File: src/rtl/keccak_pkg.sv
// Shared Keccak rate-block constants, absorb-buffer FSM states and a lane byte-swap helper.
package keccak_pkg;

  localparam int unsigned LANE_W     = 64;
  localparam int unsigned LANE_BYTES = 8;
  localparam int unsigned RATE_BITS  = 1088;
  localparam int unsigned RATE_LANES = 17;
  localparam int unsigned RATE_BYTES = 136;
  localparam int unsigned IDX_W      = 5;

  typedef enum logic [1:0] {
    StFill,
    StHold,
    StPad
  } blk_state_e;

  // Reverse byte order of one lane; byte 0 becomes byte 7.
  function automatic logic [LANE_W-1:0] bswap_lane(input logic [LANE_W-1:0] w);
    logic [LANE_W-1:0] r;
    for (int i = 0; i < int'(LANE_BYTES); i++) begin
      r[8*i +: 8] = w[8*(int'(LANE_BYTES)-1-i) +: 8];
    end
    return r;
  endfunction

endpackage

File: src/rtl/keccak_byte_mask.sv
// Byte-valid mask for one 64-bit lane. Non-last words are fully valid; on a last word only
// the lower s_bytes bytes are kept. Counts above 8 saturate to a full lane.
module keccak_byte_mask
  import keccak_pkg::*;
(
  input  logic [3:0]        s_bytes,
  input  logic              s_last,
  output logic [LANE_W-1:0] mask
);

  logic [3:0] nb;

  // Effective byte count, then one 0xFF per valid byte.
  always_comb begin
    nb   = (!s_last || (s_bytes > 4'd8)) ? 4'd8 : s_bytes;
    mask = '0;
    for (int i = 0; i < int'(LANE_BYTES); i++) begin
      if (4'(i) < nb) begin
        mask[8*i +: 8] = 8'hFF;
      end
    end
  end

endmodule

File: src/rtl/keccak_absorb_buffer.sv
// Packs a 64-bit word stream into 1088-bit rate blocks with byte count and last flag, and
// appends an empty padding block when a message ends exactly on a rate boundary.
// Optional build macro: BLKBUF_BSWAP_EN byte-reverses each input word before masking.
module keccak_absorb_buffer
  import keccak_pkg::*;
(
  input  logic                 clk,
  input  logic                 rst_n,
  input  logic                 s_valid,
  output logic                 s_ready,
  input  logic [LANE_W-1:0]    s_data,
  input  logic                 s_last,
  input  logic [3:0]           s_bytes,
  output logic                 blk_valid,
  input  logic                 blk_ready,
  output logic [RATE_BITS-1:0] blk_data,
  output logic [7:0]           blk_nbytes,
  output logic                 blk_last,
  output logic                 busy
);

  blk_state_e           state_q, state_d;
  logic [IDX_W-1:0]     idx_q, idx_d;
  logic [RATE_BITS-1:0] data_q, data_d;
  logic [7:0]           nbytes_q, nbytes_d;
  logic                 last_q, last_d;
  logic                 exact_q, exact_d;
  logic                 busy_q, busy_d;

  logic [LANE_W-1:0]    mask;
  logic [LANE_W-1:0]    lane_in;
  logic [3:0]           bytes_eff;
  logic                 accept;
  logic                 at_end;
  logic                 blk_done;

  keccak_byte_mask u_byte_mask (
    .s_bytes (s_bytes),
    .s_last  (s_last),
    .mask    (mask)
  );

`ifdef BLKBUF_BSWAP_EN
  assign lane_in = bswap_lane(s_data);
`else
  assign lane_in = s_data;
`endif

  assign accept    = s_valid && s_ready;
  assign at_end    = (idx_q == IDX_W'(RATE_LANES - 1));
  assign bytes_eff = (!s_last || (s_bytes > 4'd8)) ? 4'd8 : s_bytes;
  assign blk_done  = accept && (at_end || s_last);

  // State and datapath registers.
  always_ff @(posedge clk or negedge rst_n) begin
    if (!rst_n) begin
      state_q  <= StFill;
      idx_q    <= '0;
      data_q   <= '0;
      nbytes_q <= '0;
      last_q   <= 1'b0;
      exact_q  <= 1'b0;
      busy_q   <= 1'b0;
    end else begin
      state_q  <= state_d;
      idx_q    <= idx_d;
      data_q   <= data_d;
      nbytes_q <= nbytes_d;
      last_q   <= last_d;
      exact_q  <= exact_d;
      busy_q   <= busy_d;
    end
  end

  // Next FSM state.
  always_comb begin
    state_d = state_q;
    unique case (state_q)
      StFill: if (blk_done) state_d = StHold;
      StHold: if (blk_ready) state_d = exact_q ? StPad : StFill;
      StPad:  if (blk_ready) state_d = StFill;
      default: state_d = StFill;
    endcase
  end

  // Lane fill, block fields and busy tracking.
  always_comb begin
    idx_d    = idx_q;
    data_d   = data_q;
    nbytes_d = nbytes_q;
    last_d   = last_q;
    exact_d  = exact_q;
    busy_d   = busy_q;
    unique case (state_q)
      StFill: begin
        if (accept) begin
          data_d[LANE_W*int'(idx_q) +: LANE_W] = lane_in & mask;
          busy_d = 1'b1;
          if (at_end || s_last) begin
            idx_d    = '0;
            nbytes_d = {idx_q, 3'b000} + {4'b0000, bytes_eff};
            // A message ending on the rate boundary still needs a padding block after this one.
            exact_d  = s_last && at_end && (bytes_eff == 4'd8);
            last_d   = s_last && !(at_end && (bytes_eff == 4'd8));
          end else begin
            idx_d = idx_q + 1'b1;
          end
        end
      end
      StHold: begin
        if (blk_ready) begin
          data_d   = '0;
          nbytes_d = '0;
          last_d   = exact_q;
          exact_d  = 1'b0;
          busy_d   = !last_q;
        end
      end
      StPad: begin
        if (blk_ready) begin
          nbytes_d = '0;
          last_d   = 1'b0;
          busy_d   = 1'b0;
        end
      end
      default: ;
    endcase
  end

  // Handshake outputs decoded from state.
  always_comb begin
    s_ready   = (state_q == StFill);
    blk_valid = (state_q != StFill);
  end

  assign blk_data   = data_q;
  assign blk_nbytes = nbytes_q;
  assign blk_last   = last_q;
  assign busy       = busy_q;

endmodule

File: config.mk
export PLATFORM = sky130hd
export DESIGN_NAME = keccak_absorb_buffer
export DESIGN_NICKNAME = d
export VERILOG_FILES = /design/src/rtl/keccak_pkg.sv /design/src/rtl/keccak_byte_mask.sv /design/src/rtl/keccak_absorb_buffer.sv
export SDC_FILE = /design/constraint.sdc
export NUM_CORES = 1
export LEC_CHECK = 0
export CAP_MARGIN = 20
export CORE_AREA = 2 2 457 459
export DETAILED_ROUTE_END_ITERATION = 10
export DIE_AREA = 0 0 459 461
export SYNTH_ARGS = -nofsm -noshare
export SYNTH_HDL_FRONTEND = slang
export SYNTH_HIERARCHICAL = 1
export SYNTH_SLANG_ARGS = --single-unit
File: constraint.sdc
create_clock -name clk -period 9.2 [get_ports clk]
set_input_delay 1.38 -clock clk [delete_from_list [all_inputs] [get_ports clk]]
set_output_delay 1.38 -clock clk [all_outputs]
set_load 0.05 [all_outputs]
==> flow_summary.json <==
{
  "synth_most_common_cell": "dfrtp_1",
  "tightestPinTransition_ns": 1.267,
  "postSynth.asyncResetShare_pct": 100.0,
  "rows": 167,
  "cts_resized": 0,
  "fmax_ghz": 0.2023,
  "p_leak_nw": 26.46,
  "drcViolationCount": 0,
  "synth_area_per_cell_um2": 12.25,
  "post-dp-hpwl_um": 167700,
  "final_area_mm2": 0.06210,
  "clk_latency_ns": 0.84,
  "netlist_top_cells_count": "dfrtp_1, nand2_1, a22o_1",
  "synth_cell_type_count": 59,
  "vias": 36720,
  "cts_buffers": 132,
  "timing.final.crit_share_pct": 53.73,
  "first_iter_violations": 4103,
  "gr-total-overflow": 0,
  "setup_viol": 0,
  "drtPass1Iterations": 5,
  "gp_congestion": 0.8495,
  "start_util_pct": 20.81,
  "io_buffers": 1172,
  "cts_sinks": 1106,
  "synth_fp_nets": 3589,
  "yosys-top-cells-area": "dfrtp_1, a22o_1, o31ai_1, nand2_1, a32o_1",
  "netlist.area_leader.share_pct": 64.42,
  "hold_ws_ns": 0.4724,
  "ir_drop_v": 0.0002016,
  "ios": 1173,
  "die_w_um": 459,
  "h-tree-depth": 4,
  "min_path_cells": 2,
  "worst_setup_path_start_kind": "register",
  "max_slew_margin_pct": 15.25,
  "ys.flop_type": "dfrtp_1",
  "crit_path_end_kind": "register",
  "drive_gt1_share_pct": 9.332,
  "dieArea_mm2": 0.2116,
  "finalMaxSlewViolations": 0,
  "rsz0062_at_grt": "false",
  "synth_edf_count": 0,
  "ff2ff_path_depth": 10,
  "path_max_fanout": 39,
  "syn_inst": 3506,
  "grt_max_degree": 193,
  "ys_ff_latch": 1106,
  "arrival_ns": 5.67,
  "fin_setup_tns_ns": 0,
  "via_per_inst": 4.987,
  "crit_type": "register to register",
  "area_delta_synth_final_pct": 44.53,
  "yosys.area.top_type": "dfrtp_1",
  "ctsHoldBuffers": 0,
  "skew_ns": 0.07017,
  "grt_first_pass_wirelength_um": 320700,
  "tritoncts": "built",
  "powerDensity_mw_per_mm2": 249.3,
  "ant_nets": 0,
  "mappedNetlistArea_mm2": 0.04296,
  "synth_warnings": 6,
  "grt_usage_pct": 21.90,
  "cap_violations": 0,
  "clockBufferDepth": 3,
  "fp.dieH_um": 461,
  "dpl_cell_area_mm2": 0.05744,
  "synth-seq-area-share_pct": 64.42,
  "required_ns": 9.92,
  "hold_viol": 0,
  "antenna_found_initial": 43,
  "clock-root-buffer": "clkbuf_16",
  "wl_per_cell_um": 32.64,
  "drt_wl_total_um": 240300,
  "hold_class": "register to register",
  "clk_pin_slew_ns": 0.08,
  "timing.final.crit_period_ns": 4.943,
  "nets": 4619,
  "cts_setup_buffers": 0,
  "grt_pass1_vias": 36000,
  "status": "complete, no violations",
  "core-area_mm2": 0.2064
}
## metrics by stage
| stage | setup slack, ns | std cells | utilization [%] | power [W] |
|---|---|---|---|---|
| detailed placement | 4.177 | 7103 | 27.82 | 0.01012 |
| global route | 3.964 | 7351 | 30.06 | 0.01601 |
| CTS | 4.219 | 7341 | 30.04 | 0.01570 |
| finish | 4.257 | 7363 | 30.08 | 0.01548 |
| floorplan | 6.067 | 3506 | - | 0.007413 |
| global placement | 4.195 | 7096 | 27.78 | 0.01007 |
## power by group
part           leakage (nW)  switching, W  internal [W]
clock network          2.22       0.00233       0.00321
logic                  8.80       0.00409      0.000745
registers              15.4      0.000115       0.00500
## cells by family after synthesis
logic type | Yosys count | share of synthesized area [%]
compound gates | 1180 | 21.92
mux | 45 | 1.174
xor+xnor | 5 | 0.1019
flops | 1106 | 64.42
fa+ha+maj | 10 | 0.2912
buf+inv | 397 | 4.756
simple gates | 763 | 7.336
## sequential cells by signal (all words and copies together) (netlist names)
| register | flops |
|---|---|
| exact_q | 1 |
| busy | 1 |
| state_q | 2 |
| blk_data | 1088 |
| idx_q | 5 |
| blk_nbytes | 8 |
| blk_last | 1 |
## worst max-delay path, stage by stage, from the launching register on
cell and delay (ns):
dfrtp_1 0.72, inv_1 0.16, ha_1 0.31, or4b_4 0.22, buf_4 0.51, o211a_2 0.61
nand2_1 0.26, nor4_4 0.59, buf_4 0.58, buf_4 0.53, a32o_1 0.24
## layer usage
layer  vias up  routed length, um  GRT usage [%]  share of wire (%)
met5         -                 70              0              0.029
met4        12               9989          8.877                4.2
met3       381              21280          6.565                8.9
met2      2107             109800          34.35                 46
met1     19180              99170          28.07                 41
li1      15040                  -              -                  -
## path summary, 6_finish.rpt
| check | slack, ns | from | to |
|---|---|---|---|
| max in group asynchronous | 6.42 | rst_n | blk_data[874]$_DFFE_PN0P_ |
| min reg2reg | 0.47 | blk_data[1075]$_DFFE_PN0P_ | blk_data[1075]$_DFFE_PN0P_ |
| min in group asynchronous | 0.51 | rst_n | blk_data[998]$_DFFE_PN0P_ |
| max reg2reg | 4.26 | idx_q[0]$_DFFE_PN0P_ | blk_data[69]$_DFFE_PN0P_ |
| min | 0.47 | blk_data[1075]$_DFFE_PN0P_ | blk_data[1075]$_DFFE_PN0P_ |
| max | 4.26 | idx_q[0]$_DFFE_PN0P_ | blk_data[69]$_DFFE_PN0P_ |
## final cells by class
type                            instances  area (um^2)
Antenna cell                           19        47.55
Clock buffer                          180         3819
Clock inverter                         58        744.5
Fill cell                           21080       144300
Inverter                               18        67.56
Multi-Input combinational cell       2003        13680
Sequential cell                      1106        27680
Tap cell                             2704         3383
Timing Repair Buffer                 1275        12680
## placed cells by master, fill, tap and decap left out, types with 5 or more instances in the layout
master and n:
buf_4 86, o31ai_1 353, buf_6 5, mux2_2 32, clkbuf_8 25, clkbuf_1 19
nand2_4 11, buf_12 9, o21ai_0 156, inv_1 17, clkbuf_16 136, a41oi_4 5
a32o_1 81, clkinv_4 5, nand3_1 56, ha_1 10, nor2_1 155, nand2b_4 5
o41ai_1 51, clkdlybuf4s50_1 1171, mux2_1 11, diode_2 19, nand2_1 459, a22o_1 434
o2bb2ai_1 77, bufinv_16 9, dfrtp_1 1106, clkinvlp_4 9, nand3_2 22, inv_6 9
clkinv_2 17
No activity file was read; power rests on OpenSTA's default activity.
